**config.mk**
```make
export PLATFORM = sky130hd
export DESIGN_NAME = proc_int_ctrl
export DESIGN_NICKNAME = d
export VERILOG_FILES = /design/src/rtl/proc_int_pkg.sv /design/src/rtl/proc_int_ctrl_pending.sv /design/src/rtl/proc_int_ctrl.sv
export SDC_FILE = /design/constraint.sdc
export NUM_CORES = 1
export LEC_CHECK = 0
export BUFFER_PORTS_ARGS = -buffer_cell sky130_fd_sc_hd__buf_2
export CORE_ASPECT_RATIO = 0.6
export CORE_UTILIZATION = 42
export CTS_CLUSTER_SIZE = 28
export DETAILED_ROUTE_END_ITERATION = 8
export GPL_TIMING_DRIVEN = 0
export PLACE_DENSITY = 0.79
export SYNTH_ARGS = -nofsm -noshare
export SYNTH_HDL_FRONTEND = slang
export SYNTH_SLANG_ARGS = --single-unit
```
**constraint.sdc**
```tcl
create_clock -name clk -period 1.6 [get_ports clk]
set_input_delay 0.32 -clock clk [delete_from_list [all_inputs] [get_ports clk]]
set_output_delay 0.32 -clock clk [all_outputs]
set_load 0.05 [all_outputs]
```
**src/rtl/proc_int_pkg.sv**
```systemverilog
// Shared types and helpers for the multi-source interrupt controller.
package proc_int_pkg;

    localparam int unsigned ID_W = 4;

    typedef enum logic [2:0] {
        IDLE,
        DRAIN,
        VECTOR,
        SERVICE,
        RETURN
    } int_state_t;

    // Full-width vector address; callers truncate to their PC width.
    function automatic logic [31:0] int_vector(
        input logic [ID_W-1:0] id,
        input logic [31:0]     base,
        input logic [31:0]     stride
    );
        return base + (32'(id) * stride);
    endfunction

endpackage

```
**src/rtl/proc_int_ctrl_pending.sv**
```systemverilog
// Edge capture, pending/enable registers and lowest-index priority pick.
module int_pending
    import proc_int_pkg::*;
#(
    parameter int unsigned NUM_SRC = 4
) (
    input  logic               clk,
    input  logic               rst,
    input  logic [NUM_SRC-1:0] irq,
    input  logic               en_wr,
    input  logic [NUM_SRC-1:0] en_wdata,
    input  logic [NUM_SRC-1:0] ack,
    output logic [NUM_SRC-1:0] pending,
    output logic               elig_valid,
    output logic [ID_W-1:0]    elig_id
);

    logic [NUM_SRC-1:0] irq_prev;
    logic [NUM_SRC-1:0] enable;
    logic [NUM_SRC-1:0] rise;
    logic [NUM_SRC-1:0] eligible;

    assign rise     = irq & ~irq_prev;
    assign eligible = pending & enable;

    always_ff @(posedge clk) begin
        if (!rst) begin
            irq_prev <= '0;
            pending  <= '0;
            enable   <= '1;
        end else begin
            irq_prev <= irq;
            // A fresh edge on a bit being acknowledged keeps it pending.
            pending  <= (pending & ~ack) | rise;
            if (en_wr) begin
                enable <= en_wdata;
            end
        end
    end

    always_comb begin
        elig_valid = 1'b0;
        elig_id    = '0;
        for (int unsigned i = 0; i < NUM_SRC; i++) begin
            if (eligible[i] && !elig_valid) begin
                elig_valid = 1'b1;
                elig_id    = ID_W'(i);
            end
        end
    end

endmodule

```
**src/rtl/proc_int_ctrl.sv**
```systemverilog
// Interrupt controller top: drain/vector/service/return sequencing and EPC.
module proc_int_ctrl
    import proc_int_pkg::*;
#(
    parameter int unsigned     NUM_SRC    = 4,
    parameter int unsigned     PC_W       = 16,
    parameter logic [PC_W-1:0] VEC_BASE   = 16'h0100,
    parameter logic [PC_W-1:0] VEC_STRIDE = 16'h0010
) (
    input  logic               clk,
    input  logic               rst,
    input  logic [NUM_SRC-1:0] irq,
    input  logic               en_wr,
    input  logic [NUM_SRC-1:0] en_wdata,
    input  logic               halt,
    input  logic               pipe_empty,
    input  logic [PC_W-1:0]    epc_in,
    input  logic               rti,
    output logic               drain_req,
    output logic               redirect,
    output logic [PC_W-1:0]    redirect_pc,
    output logic [NUM_SRC-1:0] irq_ack,
    output logic               in_service,
    output logic [ID_W-1:0]    active_id,
    output logic [NUM_SRC-1:0] pending
);

    int_state_t        state;
    int_state_t        state_n;
    logic [PC_W-1:0]   epc_q;
    logic              elig_valid;
    logic [ID_W-1:0]   elig_id;
    logic              take;

    int_pending #(
        .NUM_SRC (NUM_SRC)
    ) u_pending (
        .clk        (clk),
        .rst        (rst),
        .irq        (irq),
        .en_wr      (en_wr),
        .en_wdata   (en_wdata),
        .ack        (irq_ack),
        .pending    (pending),
        .elig_valid (elig_valid),
        .elig_id    (elig_id)
    );

    assign take = (state == DRAIN) && !halt && pipe_empty && elig_valid;

    always_comb begin
        state_n = state;
        case (state)
            IDLE:    if (elig_valid && !halt) state_n = DRAIN;
            DRAIN: begin
                if (halt)            state_n = IDLE;
                else if (pipe_empty) state_n = elig_valid ? VECTOR : IDLE;
            end
            VECTOR:  state_n = SERVICE;
            SERVICE: if (rti) state_n = RETURN;
            RETURN:  state_n = IDLE;
            default: state_n = IDLE;
        endcase
    end

    always_ff @(posedge clk) begin
        if (!rst) begin
            state     <= IDLE;
            epc_q     <= '0;
            active_id <= '0;
        end else begin
            state <= state_n;
            if (take) begin
                epc_q     <= epc_in;
                active_id <= elig_id;
            end
        end
    end

    always_comb begin
        drain_req   = 1'b0;
        redirect    = 1'b0;
        redirect_pc = '0;
        in_service  = 1'b0;
        case (state)
            DRAIN:   drain_req = 1'b1;
            VECTOR: begin
                redirect    = 1'b1;
                redirect_pc = PC_W'(int_vector(active_id, 32'(VEC_BASE), 32'(VEC_STRIDE)));
            end
            SERVICE: in_service = 1'b1;
            RETURN: begin
                redirect    = 1'b1;
                redirect_pc = epc_q;
            end
            default: ;
        endcase
    end

    always_comb begin
        irq_ack = '0;
        for (int unsigned i = 0; i < NUM_SRC; i++) begin
            irq_ack[i] = (state == VECTOR) && (active_id == ID_W'(i));
        end
    end

endmodule

```
After elaboration in Yosys (flattened, before gate mapping) --
Cells that the tools add are included.
Storage, ports and cells: register bits after elaboration 35
Cells by class: $add $sub $neg 1, eq/ne operators 10, multiplexer cells 17, bitwise logic cells 6, reductions and logical operators 19
Operator list (number):
- one-hot mux 16 bit (2 select lines) | 1
- AND 4 bit | 3
- two-way mux 3 bit | 4
- one-hot mux 3 bit (4 select lines) | 1
- logical AND 1 bit | 11
- adder 9 x 8 -> 10 bit (first input constant) | 1
- equality test 4 x 2 -> 1 bit (second input constant) | 2
- two-way mux 1 bit | 8
- NOT 4 bit | 2
- equality test 3 x 2 -> 1 bit (second input constant) | 2
- two-way mux 2 bit | 3
- equality test 4 x 1 -> 1 bit (second input constant) | 1
- logical NOT 1 bit | 4
- logical NOT 4 bit | 1
- inequality test 2 bit (second input constant) | 2
- bitwise OR 4 bit | 1
- equality test 3 x 1 -> 1 bit (second input constant) | 1
- equality test 3 bit (second input constant) | 1
- logical NOT 3 bit | 1
- inequality test 3 bit (second input constant) | 1
- AND reduction 3 bit | 1
- OR reduction 2 bit | 1

Logic depth before layout (Yosys ltp) --
word-level depth 15, gate-level depth with buffers 6, depth with buffers taken out 4

By module --
Synthesis repeated with hierarchy kept, for this count alone.
Unflattened totals: cells, all modules 184, area total of the unflattened synthesis 1601.5 um2
Modules (own cells, without submodules):
- proc_int_ctrl | instances 1, cells an instance 132, area each 1129.8 um2, seq. area each 460.4 um2
- int_pending | instances 1, cells an instance 52, area each 471.7 um2, seq. area each 240.2 um2

Least setup slack after synthesis --
OpenSTA, ideal clock, no wires.
path kind register to register, from register active_id[1], to register u_pending.pending[0], setup time 0.115 ns, arrival 2.411 ns, required time 1.485 ns, path slack -0.927 ns, stages on the path, launching flop included 4, buffers on the path 0, clock period less this slack 2.527 ns, path through dfxtp_1 -> nor4_1 -> a2bb2oi_1 -> nor2_1
On the way: cells in the longest elaborated chain, start to end 5
RTL lines:
- start: declaration | RTL line proc_int_ctrl.sv:24 | output logic [ID_W-1:0] active_id,
- start signal: assignment | RTL line proc_int_ctrl.sv:75 | active_id <= elig_id;
- logical NOT 4 bit | RTL line proc_int_ctrl.sv:103 | irq_ack[i] = (state == VECTOR) && (active_id == ID_W'(i));
- logical AND 1 bit | RTL line proc_int_ctrl.sv:103
- net irq_ack[0] | RTL line proc_int_ctrl.sv:22 | output logic [NUM_SRC-1:0] irq_ack,
- NOT 4 bit | RTL line proc_int_ctrl_pending.sv:34 | pending <= (pending & ~ack) | rise;
- AND 4 bit | RTL line proc_int_ctrl_pending.sv:34
- bitwise OR 4 bit | RTL line proc_int_ctrl_pending.sv:34
- end signal: assignment | RTL line proc_int_ctrl_pending.sv:34
- end: declaration | RTL line proc_int_ctrl_pending.sv:13 | output logic [NUM_SRC-1:0] pending,
The timed path passes the listed nets, and every way through them passes these cells. A chain may end at the register's enable or synchronous reset.

Worst setup path in the final report --
from register state[1], to output port redirect_pc[5]
On the way: cells in the longest elaborated chain, start to end 2, elaborated cells on any way between the ends 3, classes of those cells eq/ne (2); mux (1)
RTL lines:
- start: declaration | RTL line proc_int_ctrl.sv:28 | int_state_t state;
- start signal: assignment | RTL line proc_int_ctrl.sv:72 | state <= state_n;
- equality test 3 bit / equality test 3 x 2 -> 1 bit (equally long branches) | RTL line proc_int_ctrl.sv:85 | case (state)
- one-hot mux 16 bit (2 select lines) * | RTL line proc_int_ctrl.sv:85
- end: declaration | RTL line proc_int_ctrl.sv:21 | output logic [PC_W-1:0] redirect_pc,
Every way passes the cells marked *; elsewhere a longest branch is shown, timed or not.

==> impl_results.md <==
* Synth Warn # at 0
* Worst min path class: input port to flop
* Grt total ovfl at 0
* Max Buffers Root-to-Sink at 2
* Primary FF master, synth: dfxtp_1
* Fin area at 2490 um2
* I/O Buffers at 57
* Max Transition Viols Final at 0
* Dpl cell area at 1880 um2
* Sw Share at 0.284
* Required time worst endpoint at 1.28 ns
* Worst slew margin at 0.584
* Clock share of power at 0.376
* Placed cell count at approximately 280
* Routability cong. at 0.800
* Post-synth top area share at 0.458
* Wire per inst at 15.6 um
* Share of post-route cells with drive strength above 1 at 0.533
* CP startpoint kind: flop
* Die W at 77.7 um
* Top Ports at 61
* Initial core utilization at 0.442
* Detailed Route WL at roughly 4.7 mm
* NetSw at 0.585 mW
* Rows at 16
* Yosys cell types at 33
* Layout net count at 286
* DRT iter0 DRCs at 91
* Core Area at 3260 um2
* Clock period minus worst slack at approximately 1.8 ns
* Slew @ Worst Pin at ~0.62 ns
* CTS tree: yes
* Number of synthesized flops with an enable pin at 0
* Min Hold Slack at 0.252 ns
* Cell with the most instances after synthesis: nand2_1
* Sequential area share after synthesis at 0.458
* Vias in the first global route at around 1300
* Failing checks: setup timing
* CP arrival at roughly 1.5 ns
* Commonest cells post-synth: nand2_1 (38), dfxtp_1 (33), nand3_1 (16), o21ai_0 (16), and2_1 (14)
* Yosys top cell by area: dfxtp_1
* Die area at around 3700 um2
* N_diodes at 0
* Final std cells w/o fill at 302
* DRT Pass-1 Iters at 4
* Maximum VDD drop at 0.000919 V
* CTS root buf: clkbuf_8
* Die Span Y at 47.4 um
* GR Util met3 at 0.0571
* Setup crit end kind: primary output
* Final worst setup slack at -0.213 ns
* Final setup fails at 40
* Max FO, Critical Path at 6
* Via count at 1569
* Met2 Track Usage GR at 0.375
* Worst-Skew Late Latency at 0.29 ns
* Synthesized area per cell at 8.11 um2
* Max Cap Viol at 0
* Pwr dens at 826 nW/um2
* F_max at 552 MHz
* Status: complete, but fails checks
* Clk slew on worst S/H paths at 0.07 ns
* Post-synth ARST share at 0
* Cts bufs inserted at 5
* CP Class: flop to primary output
* First-pass GRT wire length at 6.61 mm
* Combinational group share of total power at 0.186
* Post-Syn Instances at roughly 180
* DR DRC count at 0
* Final period util at 1.13
* P_int at approximately 1.5 mW
* Vias per std cell at 5.20
* Area delta synth->final at 72.4%
* Gr usage total at 0.245
* Seq pwr share at 0.438
* Fillcell total at roughly 210
* Dpl hpwl at 2.71 mm
* Final hold vios at 0
* Met1 Use GR at 0.350
* Largest net degree at the start of global routing at 11
* Initial antenna violation count at 0
* Htree depth at 2
* #FFs+latches synth at 33
* Pleak at 1.09 nW
* GR peak layer: met2
* Clock skew at 0.00738 ns
* Sink Count at 33
* Mapped Area at approximately 1400 um2
* Unrepaired setup endpoints after global routing: yes
* DRT antenna net count at 0
* Synth top area cells: dfxtp_1 (46%), nand2_1 (9.9%), and2_1 (6.1%), nand3_1 (5.5%), o21ai_0 (5.5%)
-- layout make-up --
class                   instances  area, um2  area share
plain buffers                  10       63.8      0.0256
clock buffers                   6       72.6      0.0291
clock inverters                 2       33.8      0.0136
inverters                       9       33.8      0.0136
multi-input cells             124        876       0.352
flip-flops and latches         33        684       0.275
well taps                      45       56.3      0.0226
repair buffers                 73        669       0.269
-- what timing repair did --
| item | CTS | global route |
|---|---|---|
| endpoints found under the setup margin | 41 | 41 |
| gates cloned | 3 | 0 |
| resized for setup | 108 | 17 |
| hold buffers | 0 | 0 |
| setup buffers | 11 | 3 |
| pin swaps | 20 | 13 |
-- power by group through the flow --
stage / registers (mW) / logic (mW) / clock network, mW
CTS: 0.898 / 0.372 / 0.769
global placement: 0.908 / 0.309 / 0
floorplan: 0.938 / 0.191 / 0
global route: 0.905 / 0.406 / 0.826
finish: 0.901 / 0.382 / 0.774
detailed placement: 0.909 / 0.312 / 0
-- worst max-delay path, stage by stage (launching register included) --
cell and delay [ns]:
dfxtp_4 0.37, nor3b_4 0.31, clkbuf_8 0.22, nand2_1 0.08, nand2_2 0.08, buf_8 0.14
-- stage by stage --
step / setup WS [ns] / util / setup TNS [ns] / total power [mW]
global route: -0.265 / 0.763 / -6.93 / 2.14
global placement: -0.434 / 0.575 / -9.07 / 1.22
finish: -0.213 / 0.763 / -4.95 / 2.06
CTS: -0.181 / 0.753 / -4.66 / 2.04
floorplan: -0.115 / - / -1.14 / 1.13
detailed placement: -0.443 / 0.575 / -10.16 / 1.22
-- logic make-up (layout without fill, tap and decap cells) --
kind of cell,Yosys count,after routing,synth area share
simple gates,85,85,0.283
flops,33,33,0.458
compound gates,32,32,0.145
buf+inv,22,100,0.0771
mux,5,5,0.0347
other cells,1,2,0.00260
-- flip-flops by register name (all words and copies together) (netlist names) --
signal,flops
epc_q,16
state,3
u_pending.irq_prev,4
u_pending.pending,4
active_id,2
u_pending.enable,4
-- routing by layer --
metal / up-vias / share of wire
met5: - / 0
li1: 748 / -
met2: 88 / 0.45
met1: 725 / 0.44
met4: 0 / 0.0089
met3: 8 / 0.10
-- layout by cell type (no fill, tap or decap), types with 3 or more instances in the layout --
master and instances:
buf_2 35, nand2_1 34, dfxtp_1 26, buf_8 20, nand3_2 14, and2_4 13
o21ai_1 13, buf_6 11, buf_4 9, inv_1 8, clkbuf_8 7, clkbuf_1 6
dfxtp_4 6, mux2i_1 5, nand2_2 4, nor2_1 4, o21ai_2 4, o22ai_1 3
a21oi_1 3
-- worst paths after layout --
kind,slack [ns],end,depth (start not counted),from
setup reg to reg,-0.10,active_id[0],7,state[2]
hold reg to reg,0.45,u_pending.pending[1],1,u_pending.irq_prev[1]
setup / recovery,-0.21,redirect_pc[5],5,state[1]
hold / removal,0.25,u_pending.irq_prev[0],2,irq[0]
No activity file was read; power rests on OpenSTA's default activity.
